### src/rtl/cmddecoder_if.sv
// DDR4 command pins toward the decoder and the decoded pulses/captures back
// toward the bank timing FSM.
interface cmddecoder_if;
  logic        cke;
  logic        cs_n;
  logic        act_n;
  logic        ras_n;
  logic        cas_n;
  logic        we_n;
  logic [1:0]  bg;
  logic [1:0]  ba;
  logic [13:0] a;

  logic        ACT;
  logic        RD;
  logic        RDA;
  logic        WR;
  logic        WRA;
  logic        PR;
  logic        PRA;
  logic        REF;
  logic        SRF;
  logic        MRW;
  logic        MRR;
  logic        PD;
  logic        PDX;
  logic        CKEH;
  logic        CKEL;
  logic        CFG;
  logic        cmd_err;
  logic [1:0]  cmd_bg;
  logic [1:0]  cmd_ba;
  logic [16:0] cmd_row;
  logic [9:0]  cmd_col;
  logic        cmd_bc4;
  logic [13:0] mr_rdata;
  logic        in_pd;
  logic        in_sr;

  modport master (
    output cke, cs_n, act_n, ras_n, cas_n, we_n, bg, ba, a,
    input  ACT, RD, RDA, WR, WRA, PR, PRA, REF, SRF, MRW, MRR, PD, PDX,
           CKEH, CKEL, CFG, cmd_err, cmd_bg, cmd_ba, cmd_row, cmd_col,
           cmd_bc4, mr_rdata, in_pd, in_sr
  );

  modport slave (
    input  cke, cs_n, act_n, ras_n, cas_n, we_n, bg, ba, a,
    output ACT, RD, RDA, WR, WRA, PR, PRA, REF, SRF, MRW, MRR, PD, PDX,
           CKEH, CKEL, CFG, cmd_err, cmd_bg, cmd_ba, cmd_row, cmd_col,
           cmd_bc4, mr_rdata, in_pd, in_sr
  );
endinterface

### src/rtl/cmddecoder.sv
// DDR4 pin-level command decoder: registered one-cycle command pulses, CKE
// power-state tracking and the eight-entry mode-register file.
//
//   state      | meaning
//   -----------+-----------------------------------------------
//   PWR_ACTIVE | normal operation, commands decoded when cke_q=1
//   PWR_PD     | power-down, left on the next rising cke (PDX)
//   PWR_SR     | self-refresh, left on the next rising cke (CKEH)
module cmddecoder #(
  parameter logic [13:0] MR_INIT    = 14'h0000,
  parameter bit          RFU_IS_ERR = 1'b1
) (
  input  logic         clk_i,
  input  logic         rst_ni,
  cmddecoder_if.slave  bus
);

  localparam int P_ACT  = 0;
  localparam int P_RD   = 1;
  localparam int P_RDA  = 2;
  localparam int P_WR   = 3;
  localparam int P_WRA  = 4;
  localparam int P_PR   = 5;
  localparam int P_PRA  = 6;
  localparam int P_REF  = 7;
  localparam int P_SRF  = 8;
  localparam int P_MRW  = 9;
  localparam int P_MRR  = 10;
  localparam int P_PD   = 11;
  localparam int P_PDX  = 12;
  localparam int P_CKEH = 13;
  localparam int P_CKEL = 14;
  localparam int P_CFG  = 15;

  typedef enum logic [1:0] {
    PWR_ACTIVE = 2'd0,
    PWR_PD     = 2'd1,
    PWR_SR     = 2'd2
  } pwr_e;

  pwr_e        pwr_q, pwr_d;
  logic        cke_q;
  logic [15:0] pulse_q, pulse_d;
  logic        err_q, err_d;
  logic [1:0]  bg_q, bg_d;
  logic [1:0]  ba_q, ba_d;
  logic [16:0] row_q, row_d;
  logic [9:0]  col_q, col_d;
  logic        bc4_q, bc4_d;
  logic [13:0] rdata_q, rdata_d;
  logic [13:0] mr_q [8];

  logic        mr_we;
  logic [2:0]  mr_idx;
  logic        fall_err;
  logic        capture;

  logic        cmd_valid;
  logic        cke_fall;
  logic        cke_rise;
  logic        is_nop;
  logic [2:0]  rcw;
  logic        bc4_now;
  logic        mpr_mode;

  assign rcw       = {bus.ras_n, bus.cas_n, bus.we_n};
  assign cmd_valid = !bus.cs_n && cke_q;
  assign cke_fall  = cke_q && !bus.cke;
  assign cke_rise  = !cke_q && bus.cke;
  assign is_nop    = bus.act_n && (rcw == 3'b111);
  assign bc4_now   = (mr_q[0][1:0] == 2'b01) && !bus.a[12];
  assign mpr_mode  = mr_q[3][2];

  always_comb begin
    pulse_d  = '0;
    err_d    = 1'b0;
    pwr_d    = pwr_q;
    bg_d     = bg_q;
    ba_d     = ba_q;
    row_d    = row_q;
    col_d    = col_q;
    bc4_d    = bc4_q;
    rdata_d  = rdata_q;
    mr_we    = 1'b0;
    mr_idx   = {bus.bg[0], bus.ba};
    fall_err = 1'b0;
    capture  = 1'b0;

    if (cke_fall) pulse_d[P_CKEL] = 1'b1;
    if (cke_rise) pulse_d[P_CKEH] = 1'b1;

    // Chip selected while the previous cke was low: command is dropped.
    if (!bus.cs_n && !cke_q) err_d = 1'b1;

    if (cmd_valid) begin
      if (!bus.act_n) begin
        pulse_d[P_ACT] = 1'b1;
        row_d          = {rcw, bus.a};
        capture        = 1'b1;
        fall_err       = 1'b1;
      end else begin
        case (rcw)
          3'b000: begin
            pulse_d[P_MRW] = 1'b1;
            if (mr_idx <= 3'd2) pulse_d[P_CFG] = 1'b1;
            mr_we    = 1'b1;
            capture  = 1'b1;
            fall_err = 1'b1;
          end
          3'b001: begin
            if (bus.cke) begin
              pulse_d[P_REF] = 1'b1;
            end else begin
              pulse_d[P_SRF] = 1'b1;
              pwr_d          = PWR_SR;
            end
            capture = 1'b1;
          end
          3'b010: begin
            if (bus.a[10]) pulse_d[P_PRA] = 1'b1;
            else           pulse_d[P_PR]  = 1'b1;
            capture  = 1'b1;
            fall_err = 1'b1;
          end
          3'b100: begin
            if (bus.a[10]) pulse_d[P_WRA] = 1'b1;
            else           pulse_d[P_WR]  = 1'b1;
            bc4_d    = bc4_now;
            col_d    = bus.a[9:0];
            capture  = 1'b1;
            fall_err = 1'b1;
          end
          3'b101: begin
            if (mpr_mode) begin
              pulse_d[P_MRR] = 1'b1;
              rdata_d        = mr_q[{1'b0, bus.ba}];
            end else begin
              if (bus.a[10]) pulse_d[P_RDA] = 1'b1;
              else           pulse_d[P_RD]  = 1'b1;
              bc4_d = bc4_now;
            end
            col_d    = bus.a[9:0];
            capture  = 1'b1;
            fall_err = 1'b1;
          end
          3'b011: begin
            if (RFU_IS_ERR) err_d = 1'b1;
          end
          default: ;
        endcase
      end

      if (capture) begin
        bg_d = bus.bg;
        ba_d = bus.ba;
      end
      // Real commands issued on the cke falling edge are flagged, not dropped.
      if (fall_err && cke_fall) err_d = 1'b1;
    end

    if (cke_fall && (pwr_q == PWR_ACTIVE) && (bus.cs_n || is_nop)) begin
      pulse_d[P_PD] = 1'b1;
      pwr_d         = PWR_PD;
    end

    if (cke_rise) begin
      case (pwr_q)
        PWR_PD: begin
          pulse_d[P_PDX] = 1'b1;
          pwr_d          = PWR_ACTIVE;
        end
        PWR_SR:  pwr_d = PWR_ACTIVE;
        default: ;
      endcase
    end
  end

  always_ff @(posedge clk_i or negedge rst_ni) begin
    if (!rst_ni) begin
      pwr_q   <= PWR_ACTIVE;
      cke_q   <= 1'b0;
      pulse_q <= '0;
      err_q   <= 1'b0;
      bg_q    <= '0;
      ba_q    <= '0;
      row_q   <= '0;
      col_q   <= '0;
      bc4_q   <= 1'b0;
      rdata_q <= '0;
      for (int i = 0; i < 8; i++) mr_q[i] <= MR_INIT;
    end else begin
      pwr_q   <= pwr_d;
      cke_q   <= bus.cke;
      pulse_q <= pulse_d;
      err_q   <= err_d;
      bg_q    <= bg_d;
      ba_q    <= ba_d;
      row_q   <= row_d;
      col_q   <= col_d;
      bc4_q   <= bc4_d;
      rdata_q <= rdata_d;
      if (mr_we) mr_q[mr_idx] <= bus.a;
    end
  end

  assign bus.ACT      = pulse_q[P_ACT];
  assign bus.RD       = pulse_q[P_RD];
  assign bus.RDA      = pulse_q[P_RDA];
  assign bus.WR       = pulse_q[P_WR];
  assign bus.WRA      = pulse_q[P_WRA];
  assign bus.PR       = pulse_q[P_PR];
  assign bus.PRA      = pulse_q[P_PRA];
  assign bus.REF      = pulse_q[P_REF];
  assign bus.SRF      = pulse_q[P_SRF];
  assign bus.MRW      = pulse_q[P_MRW];
  assign bus.MRR      = pulse_q[P_MRR];
  assign bus.PD       = pulse_q[P_PD];
  assign bus.PDX      = pulse_q[P_PDX];
  assign bus.CKEH     = pulse_q[P_CKEH];
  assign bus.CKEL     = pulse_q[P_CKEL];
  assign bus.CFG      = pulse_q[P_CFG];
  assign bus.cmd_err  = err_q;
  assign bus.cmd_bg   = bg_q;
  assign bus.cmd_ba   = ba_q;
  assign bus.cmd_row  = row_q;
  assign bus.cmd_col  = col_q;
  assign bus.cmd_bc4  = bc4_q;
  assign bus.mr_rdata = rdata_q;
  assign bus.in_pd    = (pwr_q == PWR_PD);
  assign bus.in_sr    = (pwr_q == PWR_SR);

endmodule
### src/flat_wrapper.sv
// flat-port wrapper written by rule: the top's interface ports become plain ports
module cmddecoder_flat 
#(
  parameter logic [13:0] MR_INIT    = 14'h0000,
  parameter bit          RFU_IS_ERR = 1'b1
)
  (clk_i, rst_ni, bus_cke, bus_cs_n, bus_act_n, bus_ras_n, bus_cas_n, bus_we_n, bus_bg, bus_ba, bus_a, bus_ACT, bus_RD, bus_RDA, bus_WR, bus_WRA, bus_PR, bus_PRA, bus_REF, bus_SRF, bus_MRW, bus_MRR, bus_PD, bus_PDX, bus_CKEH, bus_CKEL, bus_CFG, bus_cmd_err, bus_cmd_bg, bus_cmd_ba, bus_cmd_row, bus_cmd_col, bus_cmd_bc4, bus_mr_rdata, bus_in_pd, bus_in_sr);
  cmddecoder_if bus_i ();
  input  logic clk_i;
  input  logic rst_ni;
  input wire logic [$bits(bus_i.cke)-1:0] bus_cke;
  input wire logic [$bits(bus_i.cs_n)-1:0] bus_cs_n;
  input wire logic [$bits(bus_i.act_n)-1:0] bus_act_n;
  input wire logic [$bits(bus_i.ras_n)-1:0] bus_ras_n;
  input wire logic [$bits(bus_i.cas_n)-1:0] bus_cas_n;
  input wire logic [$bits(bus_i.we_n)-1:0] bus_we_n;
  input wire logic [$bits(bus_i.bg)-1:0] bus_bg;
  input wire logic [$bits(bus_i.ba)-1:0] bus_ba;
  input wire logic [$bits(bus_i.a)-1:0] bus_a;
  output wire logic [$bits(bus_i.ACT)-1:0] bus_ACT;
  output wire logic [$bits(bus_i.RD)-1:0] bus_RD;
  output wire logic [$bits(bus_i.RDA)-1:0] bus_RDA;
  output wire logic [$bits(bus_i.WR)-1:0] bus_WR;
  output wire logic [$bits(bus_i.WRA)-1:0] bus_WRA;
  output wire logic [$bits(bus_i.PR)-1:0] bus_PR;
  output wire logic [$bits(bus_i.PRA)-1:0] bus_PRA;
  output wire logic [$bits(bus_i.REF)-1:0] bus_REF;
  output wire logic [$bits(bus_i.SRF)-1:0] bus_SRF;
  output wire logic [$bits(bus_i.MRW)-1:0] bus_MRW;
  output wire logic [$bits(bus_i.MRR)-1:0] bus_MRR;
  output wire logic [$bits(bus_i.PD)-1:0] bus_PD;
  output wire logic [$bits(bus_i.PDX)-1:0] bus_PDX;
  output wire logic [$bits(bus_i.CKEH)-1:0] bus_CKEH;
  output wire logic [$bits(bus_i.CKEL)-1:0] bus_CKEL;
  output wire logic [$bits(bus_i.CFG)-1:0] bus_CFG;
  output wire logic [$bits(bus_i.cmd_err)-1:0] bus_cmd_err;
  output wire logic [$bits(bus_i.cmd_bg)-1:0] bus_cmd_bg;
  output wire logic [$bits(bus_i.cmd_ba)-1:0] bus_cmd_ba;
  output wire logic [$bits(bus_i.cmd_row)-1:0] bus_cmd_row;
  output wire logic [$bits(bus_i.cmd_col)-1:0] bus_cmd_col;
  output wire logic [$bits(bus_i.cmd_bc4)-1:0] bus_cmd_bc4;
  output wire logic [$bits(bus_i.mr_rdata)-1:0] bus_mr_rdata;
  output wire logic [$bits(bus_i.in_pd)-1:0] bus_in_pd;
  output wire logic [$bits(bus_i.in_sr)-1:0] bus_in_sr;
  assign bus_i.cke = bus_cke;
  assign bus_i.cs_n = bus_cs_n;
  assign bus_i.act_n = bus_act_n;
  assign bus_i.ras_n = bus_ras_n;
  assign bus_i.cas_n = bus_cas_n;
  assign bus_i.we_n = bus_we_n;
  assign bus_i.bg = bus_bg;
  assign bus_i.ba = bus_ba;
  assign bus_i.a = bus_a;
  assign bus_ACT = bus_i.ACT;
  assign bus_RD = bus_i.RD;
  assign bus_RDA = bus_i.RDA;
  assign bus_WR = bus_i.WR;
  assign bus_WRA = bus_i.WRA;
  assign bus_PR = bus_i.PR;
  assign bus_PRA = bus_i.PRA;
  assign bus_REF = bus_i.REF;
  assign bus_SRF = bus_i.SRF;
  assign bus_MRW = bus_i.MRW;
  assign bus_MRR = bus_i.MRR;
  assign bus_PD = bus_i.PD;
  assign bus_PDX = bus_i.PDX;
  assign bus_CKEH = bus_i.CKEH;
  assign bus_CKEL = bus_i.CKEL;
  assign bus_CFG = bus_i.CFG;
  assign bus_cmd_err = bus_i.cmd_err;
  assign bus_cmd_bg = bus_i.cmd_bg;
  assign bus_cmd_ba = bus_i.cmd_ba;
  assign bus_cmd_row = bus_i.cmd_row;
  assign bus_cmd_col = bus_i.cmd_col;
  assign bus_cmd_bc4 = bus_i.cmd_bc4;
  assign bus_mr_rdata = bus_i.mr_rdata;
  assign bus_in_pd = bus_i.in_pd;
  assign bus_in_sr = bus_i.in_sr;
  cmddecoder #(.MR_INIT(MR_INIT), .RFU_IS_ERR(RFU_IS_ERR)) u_core (.clk_i(clk_i), .rst_ni(rst_ni), .bus(bus_i));
endmodule
### config.mk
export PLATFORM = sky130hd
export DESIGN_NAME = cmddecoder_flat
export DESIGN_NICKNAME = d
export VERILOG_FILES = /design/src/rtl/cmddecoder_if.sv /design/src/rtl/cmddecoder.sv /design/src/flat_wrapper.sv
export SDC_FILE = /design/constraint.sdc
export NUM_CORES = 1
export LEC_CHECK = 0
export BUFFER_PORTS_ARGS = -buffer_cell sky130_fd_sc_hd__buf_2
export CORE_ASPECT_RATIO = 0.8
export CORE_MARGIN = 3
export CORE_UTILIZATION = 44
export DETAILED_ROUTE_END_ITERATION = 7
export PLACE_DENSITY = 0.63
export SLEW_MARGIN = 20
export SYNTH_ARGS = -nofsm -noshare
export SYNTH_HDL_FRONTEND = slang
export SYNTH_SLANG_ARGS = --single-unit
### constraint.sdc
create_clock -name clk_i -period 5.15 [get_ports clk_i]
set_input_delay 0.515 -clock clk_i [delete_from_list [all_inputs] [get_ports clk_i]]
set_output_delay 0.515 -clock clk_i [all_outputs]
set_load 0.005 [all_outputs]
==> metrics.md, run 1 <==
| Metric | Value |
|---|---|
| Vias in the first global route | 3022 |
| Pwr Density | 428 mW/mm^2 |
| Skew final | 0.00623 ns |
| Utilization after layout | 56.9% |
| Syn_area_per_cell | 16.4 sq um |
| Post_cts resized | 0 |
| Iteration-0 DRC count of the detailed router | 140 |
| Post-synthesis register bit count | 122 |
| Die width | 126 microns |
| Die height | 102 microns |
| Sink Count | 122 |
| Reg2reg setup slack | 2.71 ns |
| Synth top area share | 60.1% |
| Clock transition at path regs | 0.05 ns |
| Number of I/O pins | 91 |
| CTS root buffer | clkbuf_16 |
| Ys async rst share | 100% |
| RSZ-0062 raised after global routing | no |
| Final setup viols | 0 |
| Post-synthesis sequential area ratio | 60.1% |
| Worst R2R Start | u_core.cke_q |
| Setup crit start kind | register |
| Sequential group share of total power | 40.0% |
| Row cnt | 34 |
| Layout Nets | 432 |
| Relative slew slack | 26.2% |
| Cells after Synth | 309 |
| Fin. max-slew vios | 0 |
| # hold bufs at CTS | 0 |
| Max Root-Sink Buffers | 2 |
| DRT Wirelength | 10000 microns |
| Antenna violations before repair | 0 |
| Core area | 0.0111 sq mm |
| Area leader, netlist | dfrtp_1 |
| Maxcap violations | 0 |
| Total power | 2.69 mW |
| Total congestion overflow | 0 |
| HP Class | input pin to asynchronous set/reset pin |
| Drt pass-1 iters | 4 |
| WL/cell | 17.8 microns |
| Mapped Nets | 338 |
| Cell area after synthesis | 0.00508 sq mm |
| Vias | 2897 |
| Status | finished clean |
| EDFF count, synth | 0 |
| Worst Tran Pin Value | 1.10 ns |
| Worst R2R End | u_core.mr_q[82] |
| Post-synth cell types | 39 |
| P_int | 2.14 mW |
| Largest net degree at the start of global routing | 77 |
| GPL Wtd Cong | 0.750 |
| LEAKAGE | 3.15 nW |
| Port Buf Inserts | 90 |
| TritonCTS clock tree | built |
| Min Tclk post-route | 2.44 ns |
| Worst setup path startpoint | u_core.cke_q |
| WS Path Type | register to register |
| Worst r2r path cells | 3 |
| Worst vdd ir | 0.253 mV |
| Worst EP arrival | 2.72 ns |
| Ant diodes | 0 |
| Residual DRC count | 0 |
| Seq. cell area | 0.00305 sq mm |
| Worst skew pair latency | 0.41 ns |
| Max Clock Freq | 410 MHz |
| Antenna Nets Post-Route | 0 |
| Yosys warning count | 0 |
| Psw | 0.556 mW |
| Most frequent cells in the layout | 122 x dfrtp_1, 99 x mux2_2, 89 x buf_2 |
| H-tree Lvls | 4 |
| Multi-input logic area | 0.00188 sq mm |
| Worst Setup EP | u_core.mr_q[82] |
| Endpoint type of the worst setup path | register |
| CTS buffer count | 17 |
| Critical-path maximum fanout | 14 |
| Starting density of the core | 46.0% |
| Sw Share | 20.7% |
| Area growth syn-to-layout | 23.8% |
| Top_reg_cell synth | dfrtp_1 |
| Req. time, crit path | 5.44 ns |
| Share of cells above drive strength 1 | 60.1% |
| First-pass GRT wire length | 16500 microns |
| Fillers | 930 |
| Final Hold Fails | 0 |
| # Post-CTS Setup Buffers | 0 |
| Clock power frac | 51.1% |
| Via density | 5.17 |
| Setup tns final | 0 ns |
| Combinational share of power | 8.9% |
| HPWL Detailed | 6580 microns |
| Synth top area cells | dfrtp_1 60%, mux2_2 22%, mux4_2 6.2% |
| Most common cell after layout, fill and taps aside | dfrtp_1 |
| Crit share post-route | 47.3% |
| Die Area | 0.0129 sq mm |
| Tot GR Track Use | 16.8% |
[power by group through the flow]
stage	sequential, mW	combinational [mW]	clock, mW
5_1_grt	1.09	0.266	1.45
6_report	1.08	0.239	1.38
2_1_floorplan	1.09	0.121	0
4_1_cts	1.08	0.246	1.40
3_5_place_dp	1.09	0.245	0
3_3_place_gp	1.09	0.237	0
[critical path, cell delays in order (launching register included)]
cell     delay (ns)
dfrtp_1        0.42
or3b_4         0.52
nor4b_4        0.95
mux2_2         0.42
[logic make-up (layout without fill, tap and decap cells)]
group	Yosys count	after routing	synth area share (%)
flops	122	122	60.1
mux	116	116	29.0
simple gates	39	39	6.20
buf+inv	22	129	2.88
compound gates	7	7	1.08
fa+ha+maj	3	3	0.739
[area by class of cell]
| class | instances | area share, % |
|---|---|---|
| Clock buffer | 20 | 7.10 |
| Clock inverter | 12 | 3.88 |
| Inverter | 6 | 0.358 |
| Multi-Input combinational cell | 165 | 29.9 |
| Sequential cell | 122 | 48.5 |
| Tap cell | 144 | 2.86 |
| Timing Repair Buffer | 91 | 7.32 |
[stage by stage]
step / std cells / instance area, sq um / setup slack (ns) / hold WS [ns]
floorplan: 309 / 5080 / 2.97 / 0.219
global placement: 528 / 5600 / 2.40 / 0.481
detailed placement: 528 / 5600 / 2.38 / 0.488
CTS: 560 / 6290 / 2.65 / 0.279
global route: 560 / 6290 / 2.60 / 0.288
finish: 560 / 6290 / 2.71 / 0.260
[state kept, by name, indices dropped and copies added, names as in the netlist]
signal and cells:
u_core.mr_q 55, u_core.bus.cmd_row 17, u_core.bus.mr_rdata 14, u_core.mpr_mode 1, u_core.cke_q 1, u_core.bus.cmd_bc4 1, u_core.pwr_q 2, u_core.bus.cmd_bg 2
u_core.bus.cmd_err 1, u_core.pulse_q 16, u_core.bus.cmd_col 10, u_core.bus.cmd_ba 2
[per-layer routing]
| metal | share of wire (%) | wire, microns | vias up | global-route usage [%] |
|---|---|---|---|---|
| met5 | 0 | 0 | - | 0 |
| met2 | 47 | 4710 | 66 | 25.4 |
| met3 | 5.0 | 503 | 12 | 5.64 |
| li1 | - | - | 1329 | - |
| met1 | 47 | 4680 | 1490 | 22.9 |
| met4 | 1.0 | 104 | 0 | 5.94 |
[how the worst min path moves through the flow]
stage                                from                      to  slack, ns  cells past startpoint
floorplan                          rst_ni    u_core.bus.cmd_ba[0]       0.22                      0
global placement     u_core.bus.cmd_bg[1]    u_core.bus.cmd_bg[1]       0.48                      1
detailed placement  u_core.bus.cmd_col[8]   u_core.bus.cmd_col[8]       0.49                      1
CTS                                rst_ni   u_core.bus.cmd_row[6]       0.28                      1
global route                     bus_cs_n      u_core.bus.cmd_err       0.29                      2
finish                             rst_ni  u_core.bus.mr_rdata[6]       0.26                      1
[synth_stat cells, types with 3 or more instances]
master	count
dfrtp_1	122
mux2_2	99
mux4_2	14
buf_6	7
inv_1	6
nand2_1	6
nor3_1	4
buf_2	3
clkbuf_1	3
ha_1	3
mux2_4	3
nor2_1	3
nor3b_1	3
nor4_1	3
nor4_4	3
(Power assumes the default switching activity.)
==> run 2: changes to the inputs <==
==> constraint.sdc (replaced) <==
create_clock -name clk_i -period 2.5 [get_ports clk_i]
set_input_delay 0.25 -clock clk_i [delete_from_list [all_inputs] [get_ports clk_i]]
set_output_delay 0.25 -clock clk_i [all_outputs]
set_load 0.005 [all_outputs]
==> run 2 against run 1 <==
  * Setup slack lost 2.3 ns
  * Clock power grew 67%
  * Register-to-register slack lost 2.3 ns
  * Clock-buffer cell count grew 4
  * Cell count grew 1.3%
  * Critical path type unchanged
  * Largest cell class unchanged
==> metrics.md, run 2 (same netlist as run 1, synthesis figures left out) <==
| Metric | Value |
|---|---|
| Status | finished clean |
| H-tree Lvls | 4 (unchanged) |
| P_int | 3.89 mW (+82%) |
| Antenna Nets Post-Route | 0 (unchanged) |
| WL/cell | 18.5 microns (+3.6%) |
| Most frequent cells in the layout | 122 x dfrtp_1, 99 x mux2_2, 89 x buf_2 |
| Delay-heaviest family, CP | simple AND/OR/NAND/NOR gates |
| Final hold slack | 0.0334 ns (-0.227 ns) |
| Fillers | 894 (-3.9%) |
| Worst Path Buf+Inv | 0 (unchanged) |
| Max Root-Sink Buffers | 2 (unchanged) |
| WS Path Type | register to register |
| Worst vdd ir | 0.474 mV (+88%) |
| Area growth syn-to-layout | 22.8% |
| Critical-path maximum fanout | 14 (unchanged) |
| Psw | 1.13 mW (+100%) |
| Worst r2r path cells | 3 (unchanged) |
| Min Tclk post-route | 2.05 ns (-0.383 ns) |
| Layout Nets | 440 (+1.9%) |
| Number of I/O pins | 91 (unchanged) |
| Top reg by flops | u_core.mr_q |
| Tot GR Track Use | 17.3% (+0.53 points) |
| TritonCTS clock tree | built |
| Max FFs per register | 55 (unchanged) |
| HPWL Detailed | 6910 microns (+5.1%) |
| Setup tns final | 0 ns (unchanged) |
| Final Hold Fails | 0 (unchanged) |
| CTS buffer count | 17 (unchanged) |
| DRT Wirelength | 10500 microns (+4.9%) |
| Combinational share of power | 9.8% (+0.9 points) |
| RSZ-0062 raised after global routing | no |
| Iteration-0 DRC count of the detailed router | 111 (-21%) |
| Worst skew pair latency | 0.41 ns (about the same) |
| Vias | 2922 (+0.86%) |
| Antenna violations before repair | 0 (unchanged) |
| Starting density of the core | 46.0% (unchanged) |
| Reg2reg setup slack | 0.45 ns (-2.27 ns) |
| Stages on worst setup path | 3 (unchanged) |
| Endpoint type of the worst setup path | register |
| Residual DRC count | 0 (unchanged) |
| Worst EP arrival | 2.34 ns (-0.38 ns) |
| Worst setup path startpoint | u_core.cke_q |
| Clock transition at path regs | 0.05 ns (about the same) |
| Drt pass-1 iters | 4 (unchanged) |
| CTS root buffer | clkbuf_16 |
| Req. time, crit path | 2.79 ns (-2.65 ns) |
| Total congestion overflow | 0 (unchanged) |
| Via density | 5.15 (-0.38%) |
| Share of cells above drive strength 1 | 60.5% (+0.42 points) |
| Row cnt | 34 (unchanged) |
| Depth of the worst hold-timing path | 1 |
| Clock power frac | 46.0% (-5.1 points) |
| Most common cell after layout, fill and taps aside | dfrtp_1 |
| Slowest cell on crit path | or2_1 |
| Relative slew slack | 45.2% (+19 points) |
| Pwr Density | 806 mW/mm^2 (+88%) |
| Die Area | 0.0129 sq mm (unchanged) |
| Maxcap violations | 0 (unchanged) |
| Max Clock Freq | 487 MHz (+19%) |
| Die height | 102 microns (unchanged) |
| Skew final | 0.00590 ns (-0.000328 ns) |
| Crit share post-route | 82.2% (+35 points) |
| CP peak stage delay | 0.69 ns (-0.26 ns) |
| Utilization after layout | 56.4% (-0.44 points) |
| Port Buf Inserts | 90 (unchanged) |
| Setup crit start kind | register |
| Core area | 0.0111 sq mm (unchanged) |
| LEAKAGE | 3.14 nW (-0.17%) |
| Sink Count | 122 (unchanged) |
| Sequential group share of total power | 44.2% (+4.2 points) |
| Vias in the first global route | 3088 (+2.2%) |
| GPL Wtd Cong | 0.736 (-1.9%) |
| Die width | 126 microns (unchanged) |
| Crit path cell chain | or3b_4, or2_1, mux2_2 |
| Worst hold start | bus_cke |
| Ant diodes | 0 (unchanged) |
| Final setup viols | 0 (unchanged) |
| Worst R2R Start | u_core.cke_q |
| First-pass GRT wire length | 16800 microns (+2.0%) |
| # Post-CTS Setup Buffers | 0 (unchanged) |
| HP Class | input pin to register |
| Worst Tran Pin Value | 0.822 ns (-0.277 ns) |
| Fin. max-slew vios | 0 (unchanged) |
| Sw Share | 22.6% (+1.9 points) |
| Largest net degree at the start of global routing | 78 (+1.3%) |
-- run 2: layout make-up --
cell class | count | area, sq um | share of cell area [%]
sequential | 122 | 3050 | 48.9
multi-input combinational | 165 | 1880 | 30.2
timing repair buffer | 99 | 536 | 8.58
clock buffer | 24 | 502 | 8.04
tap | 144 | 180 | 2.89
clock inverter | 7 | 65.1 | 1.04
inverter | 6 | 22.5 | 0.361
-- run 2: timing repair --
item | 4_1_cts | 5_1_grt
hold endpoints to repair | 45 | 0
gates resized for setup | 0 | 0
hold buffers | 1 | 0
endpoints found under the setup margin | 0 | 0
-- run 2: layer usage --
metal | GRT usage [%] | up-vias | part of all wire (%)
met5 | 0 | - | 0
met4 | 5.94 | 0 | 1.2
met3 | 6.43 | 11 | 5.7
met2 | 26.8 | 73 | 47
met1 | 22.8 | 1507 | 46
li1 | - | 1331 | -
-- run 2: power by group through the flow --
stage	sequential [mW]	clock, mW	combinational, mW
after detailed placement	2.26	0	0.503
after floorplan	2.25	0	0.249
final	2.22	2.31	0.492
after global routing	2.24	2.45	0.549
after global placement	2.25	0	0.489
after CTS	2.22	2.37	0.506
-- run 2: worst register-to-register path, stage by stage, from the launching register on --
cell and delay [ns]:
dfrtp_1 0.42, or3b_4 0.40, or2_1 0.69, mux2_2 0.43
-- run 2: final timing paths --
path | endpoint
max in group asynchronous | u_core.mr_q[84]
hold reg to reg | u_core.bus.cmd_bg[1]
setup reg to reg | u_core.bus.cmd_col[9]
hold / removal | u_core.cke_q
setup / recovery | u_core.bus.cmd_col[9]
min in group asynchronous | u_core.mr_q[104]
-- run 2: through the flow --
step	instance area, sq um	std cells	worst slack (ns)	total power, mW
detailed placement	5660	535	0.427	2.76
finish	6240	567	0.445	5.03
CTS	6240	567	0.420	5.10
floorplan	5080	309	0.562	2.50
global route	6240	567	0.355	5.24
global placement	5660	535	0.465	2.74
==> run 3: changes to the inputs <==
--- a/config.mk
+++ b/config.mk
@@ -5,12 +5,13 @@
 export SDC_FILE = /design/constraint.sdc
 export NUM_CORES = 1
 export LEC_CHECK = 0
+export ABC_AREA = 1
 export BUFFER_PORTS_ARGS = -buffer_cell sky130_fd_sc_hd__buf_2
 export CORE_ASPECT_RATIO = 0.8
 export CORE_MARGIN = 3
 export CORE_UTILIZATION = 44
 export DETAILED_ROUTE_END_ITERATION = 7
-export PLACE_DENSITY = 0.63
+export PLACE_DENSITY = 0.66
 export SLEW_MARGIN = 20
 export SYNTH_ARGS = -nofsm -noshare
 export SYNTH_HDL_FRONTEND = slang
==> constraint.sdc (replaced) <==
create_clock -name clk_i -period 1.8 [get_ports clk_i]
set_input_delay 0.18 -clock clk_i [delete_from_list [all_inputs] [get_ports clk_i]]
set_output_delay 0.18 -clock clk_i [all_outputs]
set_load 0.005 [all_outputs]
==> run 3 against run 2 <==
  * Clock-buffer cell count is 3 higher
  * Sequential share of layout area fell by 3.0 points
  * Combinational power rose by 54%
  * Clock power rose by 65%
  * First-iteration DRC count increased to 3.6 times the previous value
  * Synthesized area up 2.7%
  * Total power rose by 52%
  * Via count grew 57%
  * Non-clock buffer count increased by 21
  * Setup slack worse by 0.30 ns
  * Critical endpoint is now u_core.mr_q[67]
  * Highest routed layer unchanged
==> metrics.md, run 3 <==
| Metric | Value |
|---|---|
| TritonCTS clock tree | built |
| CTS root buffer | clkbuf_16 |
| Mapped Nets | 663 (+96%) |
| Pwr Density | 1150 mW/mm^2 (+43%) |
| Most frequent cell after synthesis | nand2_1 |
| LEAKAGE | 3.69 nW (+17%) |
| Number of I/O pins | 91 (unchanged) |
| CTS buffer count | 17 (unchanged) |
| Yosys warning count | 0 (unchanged) |
| Endpoint type of the worst setup path | register |
| Status | finished clean |
| Die height | 103 microns (+1.3%) |
| Worst Tran Pin Value | 0.638 ns (-0.185 ns) |
| Final setup viols | 0 (unchanged) |
| Vias in the first global route | 4610 (+49%) |
| Post-synthesis sequential area ratio | 58.5% (-1.6 points) |
| Req. time, crit path | 2.14 ns (-0.65 ns) |
| CP peak stage delay | 0.55 ns (-0.14 ns) |
| Syn_area_per_cell | 8.23 sq um (-50%) |
| Top_reg_cell synth | dfrtp_1 |
| WL/cell | 15.3 microns (-17%) |
| Ant diodes | 0 (unchanged) |
| Worst R2R Start | u_core.cke_q |
| P_int | 5.91 mW (+52%) |
| Row cnt | 34 (unchanged) |
| Psw | 1.73 mW (+53%) |
| RSZ-0062 raised after global routing | no |
| Area growth syn-to-layout | 27.4% |
| Iteration-0 DRC count of the detailed router | 402 (+260%) |
| Final hold slack | 0.0405 ns (+0.00707 ns) |
| Min Tclk post-route | 1.65 ns |
| Clock transition at path regs | 0.05 ns (about the same) |
| Maxcap violations | 0 (unchanged) |
| Residual DRC count | 0 (unchanged) |
| Worst skew pair latency | 0.41 ns (about the same) |
| Combinational share of power | 9.9% (about the same) |
| Crit share post-route | 91.7% |
| HPWL Detailed | 9300 microns (+35%) |
| Synth top area cells | dfrtp_1 58%, nand2_1 17%, nand3_1 6.0% |
| WS Path Type | input pin to register |
| Cells after Synth | 634 (+110%) |
| Starting density of the core | 46.5% (+0.53 points) |
| Final worst slack | 0.149 ns (-0.297 ns) |
| Tot GR Track Use | 22.7% (+5.4 points) |
| Core area | 0.0112 sq mm (+1.5%) |
| Die width | 128 microns (+1.3%) |
| EDFF count, synth | 0 (unchanged) |
| Post-synthesis register bit count | 122 (unchanged) |
| First-pass GRT wire length | 23200 microns (+38%) |
| Layout Nets | 766 (+74%) |
| Port Buf Inserts | 90 (unchanged) |
| Worst EP arrival | 1.99 ns (-0.35 ns) |
| Most frequent cells after synthesis | 230 x nand2_1, 122 x dfrtp_1, 65 x nor2_1 |
| Worst vdd ir | 0.615 mV (+30%) |
| Utilization after layout | 59.2% (+2.8 points) |
| DRT Wirelength | 13700 microns (+30%) |
| Slowest cell on crit path | dlygate4sd3_1 |
| Max Root-Sink Buffers | 2 (unchanged) |
| Max Clock Freq | 606 MHz |
| Sequential group share of total power | 40.2% (-4.0 points) |
| GPL Wtd Cong | 0.821 (+12%) |
| Largest net degree at the start of global routing | 43 (-45%) |
| Setup crit start kind | input pin |
| Total congestion overflow | 0 (unchanged) |
| Antenna Nets Post-Route | 0 (unchanged) |
| Area leader, netlist | dfrtp_1 |
| Die Area | 0.0132 sq mm (+2.6%) |
| Worst setup path startpoint | bus_cs_n |
| Vias | 4590 (+57%) |
| Skew final | 0.00618 ns (+0.000283 ns) |
| Sw Share | 22.7% (+0.13 points) |
| Fin. max-slew vios | 0 (unchanged) |
| Placement Setup Slack | 0.262 ns (-0.165 ns) |
| Crit path cell chain | dlygate4sd3_1, buf_2, inv_1, nand3_2, nor3_4, buf_4, nand3_1, nand2_1 |
| Top reg by flops | u_core.mr_q |
| Share of cells above drive strength 1 | 20.3% (-40 points) |
| Cell area after synthesis | 0.00522 sq mm (+2.7%) |
| Ys async rst share | 100% (unchanged) |
| Post-synth cell types | 21 (-46%) |
| Critical-path maximum fanout | 41 (+27) |
| Max FFs per register | 55 (unchanged) |
| Drt pass-1 iters | 5 (+1) |
| Final Hold Fails | 0 (unchanged) |
| HP Class | input pin to register |
| Synth top area share | 58.5% (-1.6 points) |
| Most common cell after layout, fill and taps aside | nand2_1 |
| Worst hold start | bus_bg[1] |
| Via density | 5.13 (-0.37%) |
| H-tree Lvls | 4 (unchanged) |
| Clock power frac | 49.9% (+3.9 points) |
| Post_cts resized | 0 (unchanged) |
| Setup tns final | 0 ns (unchanged) |
| Most frequent cells in the layout | 230 x nand2_1, 122 x dfrtp_1, 89 x buf_2 |
| Relative slew slack | 57.4% (+12 points) |
| Antenna violations before repair | 0 (unchanged) |
| Sink Count | 122 (unchanged) |
## run 3: cell types whose count changed in the layout (fill, tap and decap cells not counted), sizes merged, moves of 4 or more
cell   delta
nor3      +4
inv      +31
mux4     -14
buf      +19
nand3    +64
nor2     +62
o21ai    +62
nor4      -6
nand2   +224
mux2    -102
## run 3: metal layers
metal  global-route usage (%)  vias to the layer above  part of all wire (%)
met4                     6.53                        0                  0.71
met3                     5.44                       11                   6.3
met1                     30.3                     2237                    46
li1                         -                     2207                     -
met2                     37.4                      135                    47
met5                        0                        -                     0
## run 3: power by group through the flow
stage	sequential (mW)	clock [mW]	combinational (mW)
3_5_place_dp	3.12	0	0.761
5_1_grt	3.10	4.03	0.866
4_1_cts	3.07	3.86	0.769
2_1_floorplan	3.12	0	0.347
3_3_place_gp	3.11	0	0.738
6_report	3.07	3.81	0.757
## run 3: logic make-up after synthesis
logic type	Yosys count	share of synthesized area (%)
AOI/OAI and AO/OA	65	6.30
adders and majority gates	3	0.719
buffers and inverters	74	5.73
DFF	122	58.5
and+or+nand+nor	370	28.8
## run 3: area by class of cell
type	instances	area, sq um
fill	1036	4580
sequential	122	3050
multi-input combinational	438	1870
timing repair buffer	120	723
clock buffer	27	553
tap	144	180
inverter	38	143
clock inverter	5	125
## run 3: path summary, 6_finish.rpt
kind                                         end  slack, ns  depth (start not counted)
max in group asynchronous  u_core.bus.cmd_row[9]       1.02                          3
hold / removal              u_core.bus.cmd_bg[1]       0.04                          3
hold reg to reg                  u_core.mr_q[69]       0.47                          2
setup reg to reg                 u_core.mr_q[67]       0.25                          5
setup / recovery                 u_core.mr_q[67]       0.15                          8
min in group asynchronous     u_core.pulse_q[12]       0.23                          2
## run 3: repair_timing
item                      CTS  global route
hold endpoints to repair   25             0
hold buffers                3             0
setup buffers               0             0
## run 3: through the flow
stage          std cells  area, sq um  power, mW
6_report             894         6650       7.64
5_1_grt              894         6650       7.99
4_1_cts              894         6650       7.71
3_5_place_dp         859         5940       3.88
3_3_place_gp         859         5940       3.85
2_1_floorplan        634         5220       3.47
## run 3: worst max-delay path, delay by kind of cell
family        cells  cell delay, ns
buf+inv           4            1.24
simple gates      4            0.58
